## src/rtl/bit_deserializer.sv

```systemverilog
// Serial-to-parallel deserializer: hunts for SYNC_PAT, then shifts in W bits MSB first into a valid/ready holding register.
// Optional even-parity bit after each word when BIT_DESERIALIZER_PARITY_EN is defined.
module bit_deserializer #(
  parameter int         W        = 8,
  parameter logic [3:0] SYNC_PAT = 4'b1101
) (
  input  logic         c,
  input  logic         rn,
  input  logic         d,
  input  logic         en,
  input  logic         rdy,
  output logic [W-1:0] q,
  output logic         v,
  output logic         busy,
  output logic         ovf,
  output logic         perr
);

  localparam int CW = $clog2(W + 1);

  localparam logic [1:0] S_HUNT = 2'd0;
  localparam logic [1:0] S_DATA = 2'd1;
`ifdef BIT_DESERIALIZER_PARITY_EN
  localparam logic [1:0] S_PAR  = 2'd2;

  function automatic logic even_par_ok(input logic [W-1:0] w, input logic p);
    return ~(^w ^ p);
  endfunction
`endif

  logic [1:0]    state_q, state_d;
  logic [3:0]    win_q, win_d, win_nx_s;
  logic [W-1:0]  shift_q, shift_d, shift_nx_s;
  logic [CW-1:0] cnt_q, cnt_d;
  logic [W-1:0]  word_q, word_d, cword_s;
  logic          v_q, v_d;
  logic          busy_q, busy_d;
  logic          ovf_q, ovf_d;
  logic          perr_q, perr_d;
  logic          commit_s;

  // Frame FSM: sync hunt, data shift and optional parity check.
  always_comb begin
    win_nx_s   = {win_q[2:0], d};
    shift_nx_s = {shift_q[W-2:0], d};
    state_d    = state_q;
    win_d      = win_q;
    shift_d    = shift_q;
    cnt_d      = cnt_q;
    commit_s   = 1'b0;
    cword_s    = shift_nx_s;
    perr_d     = 1'b0;
    case (state_q)
      S_HUNT: begin
        if (en) begin
          if (win_nx_s == SYNC_PAT) begin
            state_d = S_DATA;
            cnt_d   = {CW{1'b0}};
            win_d   = 4'b0000;
          end else begin
            win_d   = win_nx_s;
          end
        end else begin
          win_d = win_q;
        end
      end
      S_DATA: begin
        if (en) begin
          shift_d = shift_nx_s;
          cnt_d   = cnt_q + CW'(1);
          if (cnt_q == CW'(W - 1)) begin
`ifdef BIT_DESERIALIZER_PARITY_EN
            state_d  = S_PAR;
`else
            state_d  = S_HUNT;
            commit_s = 1'b1;
`endif
          end else begin
            state_d = S_DATA;
          end
        end else begin
          shift_d = shift_q;
        end
      end
`ifdef BIT_DESERIALIZER_PARITY_EN
      S_PAR: begin
        if (en) begin
          state_d = S_HUNT;
          cword_s = shift_q;
          if (even_par_ok(shift_q, d)) begin
            commit_s = 1'b1;
          end else begin
            perr_d = 1'b1;
          end
        end else begin
          state_d = S_PAR;
        end
      end
`endif
      default: begin
        state_d = S_HUNT;
      end
    endcase
  end

  // Output holding register: a commit may coincide with a transfer; otherwise a full register drops the word.
  always_comb begin
    word_d = word_q;
    v_d    = v_q;
    ovf_d  = ovf_q;
    busy_d = (state_d != S_HUNT);
    if (commit_s) begin
      if (!v_q || rdy) begin
        word_d = cword_s;
        v_d    = 1'b1;
      end else begin
        ovf_d  = 1'b1;
      end
    end else if (v_q && rdy) begin
      v_d = 1'b0;
    end else begin
      v_d = v_q;
    end
  end

  // State and output registers.
  always_ff @(posedge c or negedge rn) begin
    if (!rn) begin
      state_q <= S_HUNT;
      win_q   <= 4'b0000;
      shift_q <= {W{1'b0}};
      cnt_q   <= {CW{1'b0}};
      word_q  <= {W{1'b0}};
      v_q     <= 1'b0;
      busy_q  <= 1'b0;
      ovf_q   <= 1'b0;
      perr_q  <= 1'b0;
    end else begin
      state_q <= state_d;
      win_q   <= win_d;
      shift_q <= shift_d;
      cnt_q   <= cnt_d;
      word_q  <= word_d;
      v_q     <= v_d;
      busy_q  <= busy_d;
      ovf_q   <= ovf_d;
      perr_q  <= perr_d;
    end
  end

  assign q    = word_q;
  assign v    = v_q;
  assign busy = busy_q;
  assign ovf  = ovf_q;
  assign perr = perr_q;

endmodule

```

## config.mk

```make
export PLATFORM = sky130hd
export DESIGN_NAME = bit_deserializer
export DESIGN_NICKNAME = d
export VERILOG_FILES = /design/src/rtl/bit_deserializer.sv
export SDC_FILE = /design/constraint.sdc
export NUM_CORES = 1
export LEC_CHECK = 0
export CORE_MARGIN = 1.5
export CORE_UTILIZATION = 52
export DETAILED_ROUTE_END_ITERATION = 8
export PLACE_DENSITY_LB_ADDON = 0.05
export SLEW_MARGIN = 20
export SYNTH_ARGS = -nofsm -noshare
export SYNTH_HDL_FRONTEND = slang
export SYNTH_SLANG_ARGS = --single-unit
export TNS_END_PERCENT = 30
```

## constraint.sdc

```tcl
create_clock -name c -period 2.2 [get_ports c]
set_input_delay 0.22 -clock c [delete_from_list [all_inputs] [get_ports c]]
set_output_delay 0.22 -clock c [all_outputs]
set_load 0.02 [all_outputs]
```

After elaboration in Yosys (flattened, before gate mapping)
Index checks and enable logic that the tools add are counted.
{"block": "classes", "n_addsub": 1, "n_eq_ne": 7, "n_mux": 16, "n_bitwise": 1, "reduce_logical": 13}
{"cell": "two-way mux 4 bit", "count": 3}
{"cell": "AND reduction 2 bit", "count": 5}
{"cell": "one-hot mux 4 bit (2 select lines)", "count": 1}
{"cell": "two-way mux 1 bit", "count": 7}
{"cell": "two-way mux 2 bit", "count": 3}
{"cell": "!= test 2 bit, second input constant", "count": 3}
{"cell": "nonzero test 2 bit", "count": 3}
{"cell": "adder 4 x 1 -> 4 bit, second input constant", "count": 1}
{"cell": "equality test 4 x 3 -> 1 bit, second input constant", "count": 1}
{"cell": "equality test 4 bit, second input constant", "count": 1}
{"cell": "one-hot mux 2 bit (2 select lines)", "count": 1}
{"cell": "AND reduction 4 bit", "count": 1}
{"cell": "two-way mux 3 bit", "count": 1}
{"cell": "equality test 2 x 1 -> 1 bit, second input constant", "count": 1}
{"cell": "zero test 2 bit", "count": 1}
{"cell": "!= test 2 x 1 -> 1 bit, second input constant", "count": 1}
{"cell": "logical AND 1 bit", "count": 1}
{"cell": "zero test 1 bit", "count": 1}
{"cell": "logical OR 1 bit", "count": 1}
{"cell": "inverter 1 bit", "count": 1}
{"block": "word_totals", "regBits": 27, "input_bits": 5, "output_inout_bits": 12, "word_cells": 46}

Longest topological paths before layout
{"block": "logic_depth", "word_depth": 6, "depth_mapped": 4, "depth_no_buf": 4}

Worst setup path before layout
No wires, ideal clock.
{"block": "synth_path", "path_type": "reg2reg", "start": "register cnt_q[0]", "end": "register word_q[0] (netlist: q[0])", "arrival_time_ns": 1.453, "t_required_ns": 2.075, "path_slack_ns": 0.623, "path_stages_with_launch": 5, "path_buffers": 0, "synth_period_minus_slack_ns": 1.577, "path_cell_list": "dfrtp_1 -> ha_1 -> nand2_2 -> nor4_4 -> mux2_2"}
{"block": "synth_between", "elab_chain_cells": 5}
{"item": "from (decl)", "line_no": "34", "rtl": "logic [CW-1:0] cnt_q, cnt_d;"}
{"item": "from (signal assigned)", "line_no": "132", "rtl": "cnt_q <= {CW{1'b0}};"}
{"item": "from (signal assigned)", "line_no": "142", "rtl": "cnt_q <= cnt_d;"}
{"item": "equality test 4 x 3 -> 1 bit", "line_no": "71", "rtl": "if (cnt_q == CW'(W - 1)) begin"}
{"item": "two-way mux 1 bit", "line_no": "71"}
{"item": "two-way mux 1 bit", "line_no": "68", "rtl": "if (en) begin"}
{"item": "two-way mux 1 bit", "line_no": "53", "rtl": "case (state_q)"}
{"item": "AND reduction 2 bit (no source line)"}
{"item": "to (signal assigned)", "line_no": "133", "rtl": "word_q <= {W{1'b0}};"}
{"item": "to (signal assigned)", "line_no": "143", "rtl": "word_q <= word_d;"}
{"item": "to (decl)", "line_no": "35", "rtl": "logic [W-1:0] word_q, word_d, cword_s;"}
Every way passes these cells.
A chain may end at the register's enable or synchronous reset.

Worst setup path in the final report
{"block": "layout_path", "start": "register cnt_q[0]", "end": "register word_q[1] (netlist: q[1])"}
Same word-level chain as after synthesis.

==> reports/qor.csv <==
metric;value;unit
status;complete, no violations;
R2R setup slack;0.46;ns
Worst Tran Pin Value;0.5365;ns
post-synth top area share;59.28;%
# port buffers;15;
Final setup viols;0;
Mapped Avg Cell Area;13.90;µm²
clk slew on worst S/H paths;0.13;ns
num rows;16;
Comb pwr share;12.4;%
Max Used Layer;met4;
XOR/XNOR Fraction of Synth Area;0;%
Crit Path Category;reg2reg;
arrival time worst endpoint;1.95;ns
CTS Sinks;27;
vias in the first global route;709;
largest net degree at the start of global routing;28;
setup TNS;0;ns
P_sw;238.1;µW
leading area contributor after synthesis;dfrtp_1;
Crit path required time;2.42;ns
diode count;0;
# IOs;17;
Synth cell types;30;
die area;2482;µm²
largest family of logic cells by synthesized area;multiplexers;
Peak Freq;576.0;MHz
antenna-violating nets left;0;
Min-Delay Path Class;in2async;
RePlAce Congestion;0.7149;
Leak Pwr;0.0006504;µW
Mapped Cells;82;
total power;921.2;µW
routed len/inst;13.34;µm
post-synthesis sequential element count;27;
Initial DRC Count;7;
RSZ-0062 raised after global routing;false;
worst r2r path cells;4;
post-synthesis sequential area ratio;59.28;%
share of layout cells above drive strength 1;25.74;%
via count;704;
crit path time final;1.736;ns
drt drc;0;
Final #Nets;108;
met2 wire len;822;µm
clk_lat worst skew;0.31;ns
total iterations of the first detailed-routing run;4;
post-route clock period utilization;78.92;%
via-per-instance ratio;5.500;
Clock power frac;22.3;%
internal power;683.1;µW
Die H;49.82;µm
worst vdd ir;0.0004772;V
PostCTS Resize Cnt;0;
first-pass GRT wire length;2.960;mm
multiplexer share of the synthesized area;16.79;%
total CTS buffers;3;
Syn-to-layout area delta;18.77;%
core area;2022;µm²
Detail Placement HPWL;1.211;mm
final hold viol count;0;
Tot GR Track Use;16.05;%
Final Max Slew Viols;0;
sequential share of power;65.4;%
GRT Residual Overflow;0;
clk_skew;0.002885;ns
clk buf depth;2;
Synth Cell Area;1140;µm²
die width;49.82;µm
relative slew slack;63.97;%
pwr/cell area;680.4;nW/µm²
top cells by area in the synthesized netlist;dfrtp_1, mux2_2, o31ai_1;
compound-gate portion of the synthesized area;8.782;%
H-Tree Depth;1;
WL met1;790;µm
YS warnings;0;
crit path capture type;flop;
CP Max Fanout;8;
CTS Root Cell;clkbuf_4;
Synth Area in Adders;1.098;%
sw frac;25.85;%
cts hold-fix bufs;0;
DRT Wirelength;1.708;mm
initial antenna violation count;0;
Initial Util;56.37;%
max cap viols;0;
CTS tree;yes;
Critical Path Start Type;flop;
met3 wire len;64;µm
final core occ;66.96;%
total setup buffers inserted after CTS;0;
simple-gate share of the synthesized area;11.42;%
## routing by layer
metal	vias up	track usage, %
met4	0	8.333
met1	348	20.20
met3	4	3.939
li1	335	-
met2	17	25.56
met5	-	0
## Yosys cell counts
| cell | instances |
|---|---|
| a211oi_1 | 1 |
| nand3b_4 | 1 |
| conb_1 | 1 |
| and3_1 | 1 |
| o311ai_0 | 1 |
| nand3_1 | 1 |
| buf_4 | 1 |
| nor2_1 | 2 |
| inv_1 | 3 |
| nand2b_1 | 2 |
| nor3_1 | 1 |
| a211o_1 | 1 |
| nand4b_1 | 1 |
| ha_1 | 1 |
| a21o_1 | 2 |
| or2_2 | 1 |
| o32a_1 | 1 |
| nor2b_1 | 1 |
| nor4_1 | 1 |
| or2b_1 | 1 |
| nor4_4 | 1 |
| dfrtp_1 | 27 |
| nand3b_1 | 1 |
| mux2_2 | 17 |
| nand2_1 | 1 |
| nand2_2 | 1 |
| o31ai_1 | 3 |
| o21ai_0 | 2 |
| clkbuf_1 | 2 |
| a22o_1 | 2 |
## metrics by stage
step	cells	instance area (µm²)	setup WS [ns]	hold slack, ns
global placement	124	1328	0.2817	0.4397
finish	128	1354	0.4638	0.2639
detailed placement	124	1328	0.2434	0.4533
floorplan	83	1144	0.6226	-0.07559
global route	128	1354	0.2979	0.2827
CTS	128	1354	0.4267	0.2611
## layout make-up
class                           instances  area (µm²)
Fill cell                             158       668.1
Timing Repair Buffer                   17       165.2
Tap cell                               27       33.78
Clock buffer                            4       26.28
Multi-Input combinational cell         50       441.7
Sequential cell                        27       675.6
Inverter                                3       11.26
## worst max-delay path, stage by stage, from the launching register on
cell	delay [ns]
dfrtp_1	0.40
ha_1	0.21
nand2_2	0.10
nor4_4	0.53
mux2_2	0.40
## sequential cells by signal, summed over array words and instances (netlist names)
signal and flops:
shift_q 7, win_q 3, cnt_q 4, ovf 1, busy 1, q 8
state_q 2, v 1
## worst paths after layout
path	startpoint	endpoint
hold / removal	rn	cnt_q[2]$_DFFE_PN0P_
setup / recovery	cnt_q[0]$_DFFE_PN0P_	q[1]$_DFFE_PN0P_
setup reg to reg	cnt_q[0]$_DFFE_PN0P_	q[1]$_DFFE_PN0P_
max in group asynchronous	rn	win_q[0]$_DFFE_PN0P_
hold reg to reg	ovf$_DFFE_PN0P_	ovf$_DFFE_PN0P_
min in group c	ovf$_DFFE_PN0P_	ovf$_DFFE_PN0P_
## power by group through the flow
| stage | sequential [µW] | combinational [µW] | clock, µW |
|---|---|---|---|
| 2_1_floorplan | 600 | 82.4 | 0 |
| 3_3_place_gp | 608 | 112 | 0 |
| 3_5_place_dp | 611 | 115 | 0 |
| 4_1_cts | 601 | 116 | 219 |
| 5_1_grt | 609 | 130 | 231 |
| 6_report | 602 | 114 | 205 |
## placed cells by master (no fill, tap or decap), types with 2 or more instances in the layout
cell / count
a22o_1: 2
nand2b_1: 2
clkdlybuf4s50_1: 15
dfrtp_1: 27
clkbuf_4: 3
o21ai_0: 2
nor2_1: 2
inv_1: 3
a21o_1: 2
o31ai_1: 3
mux2_2: 17
buf_4: 2
conb_1: 2
## cells by family (layout without fill, tap and decap cells)
kind of cell | Yosys count | after routing
adders and majority gates | 1 | 1
buffers and inverters | 6 | 24
AOI/OAI and AO/OA | 13 | 13
DFF | 27 | 27
muxes | 17 | 17
and+or+nand+nor | 17 | 17
other | 1 | 2
Power figures use the tool's default switching activity.
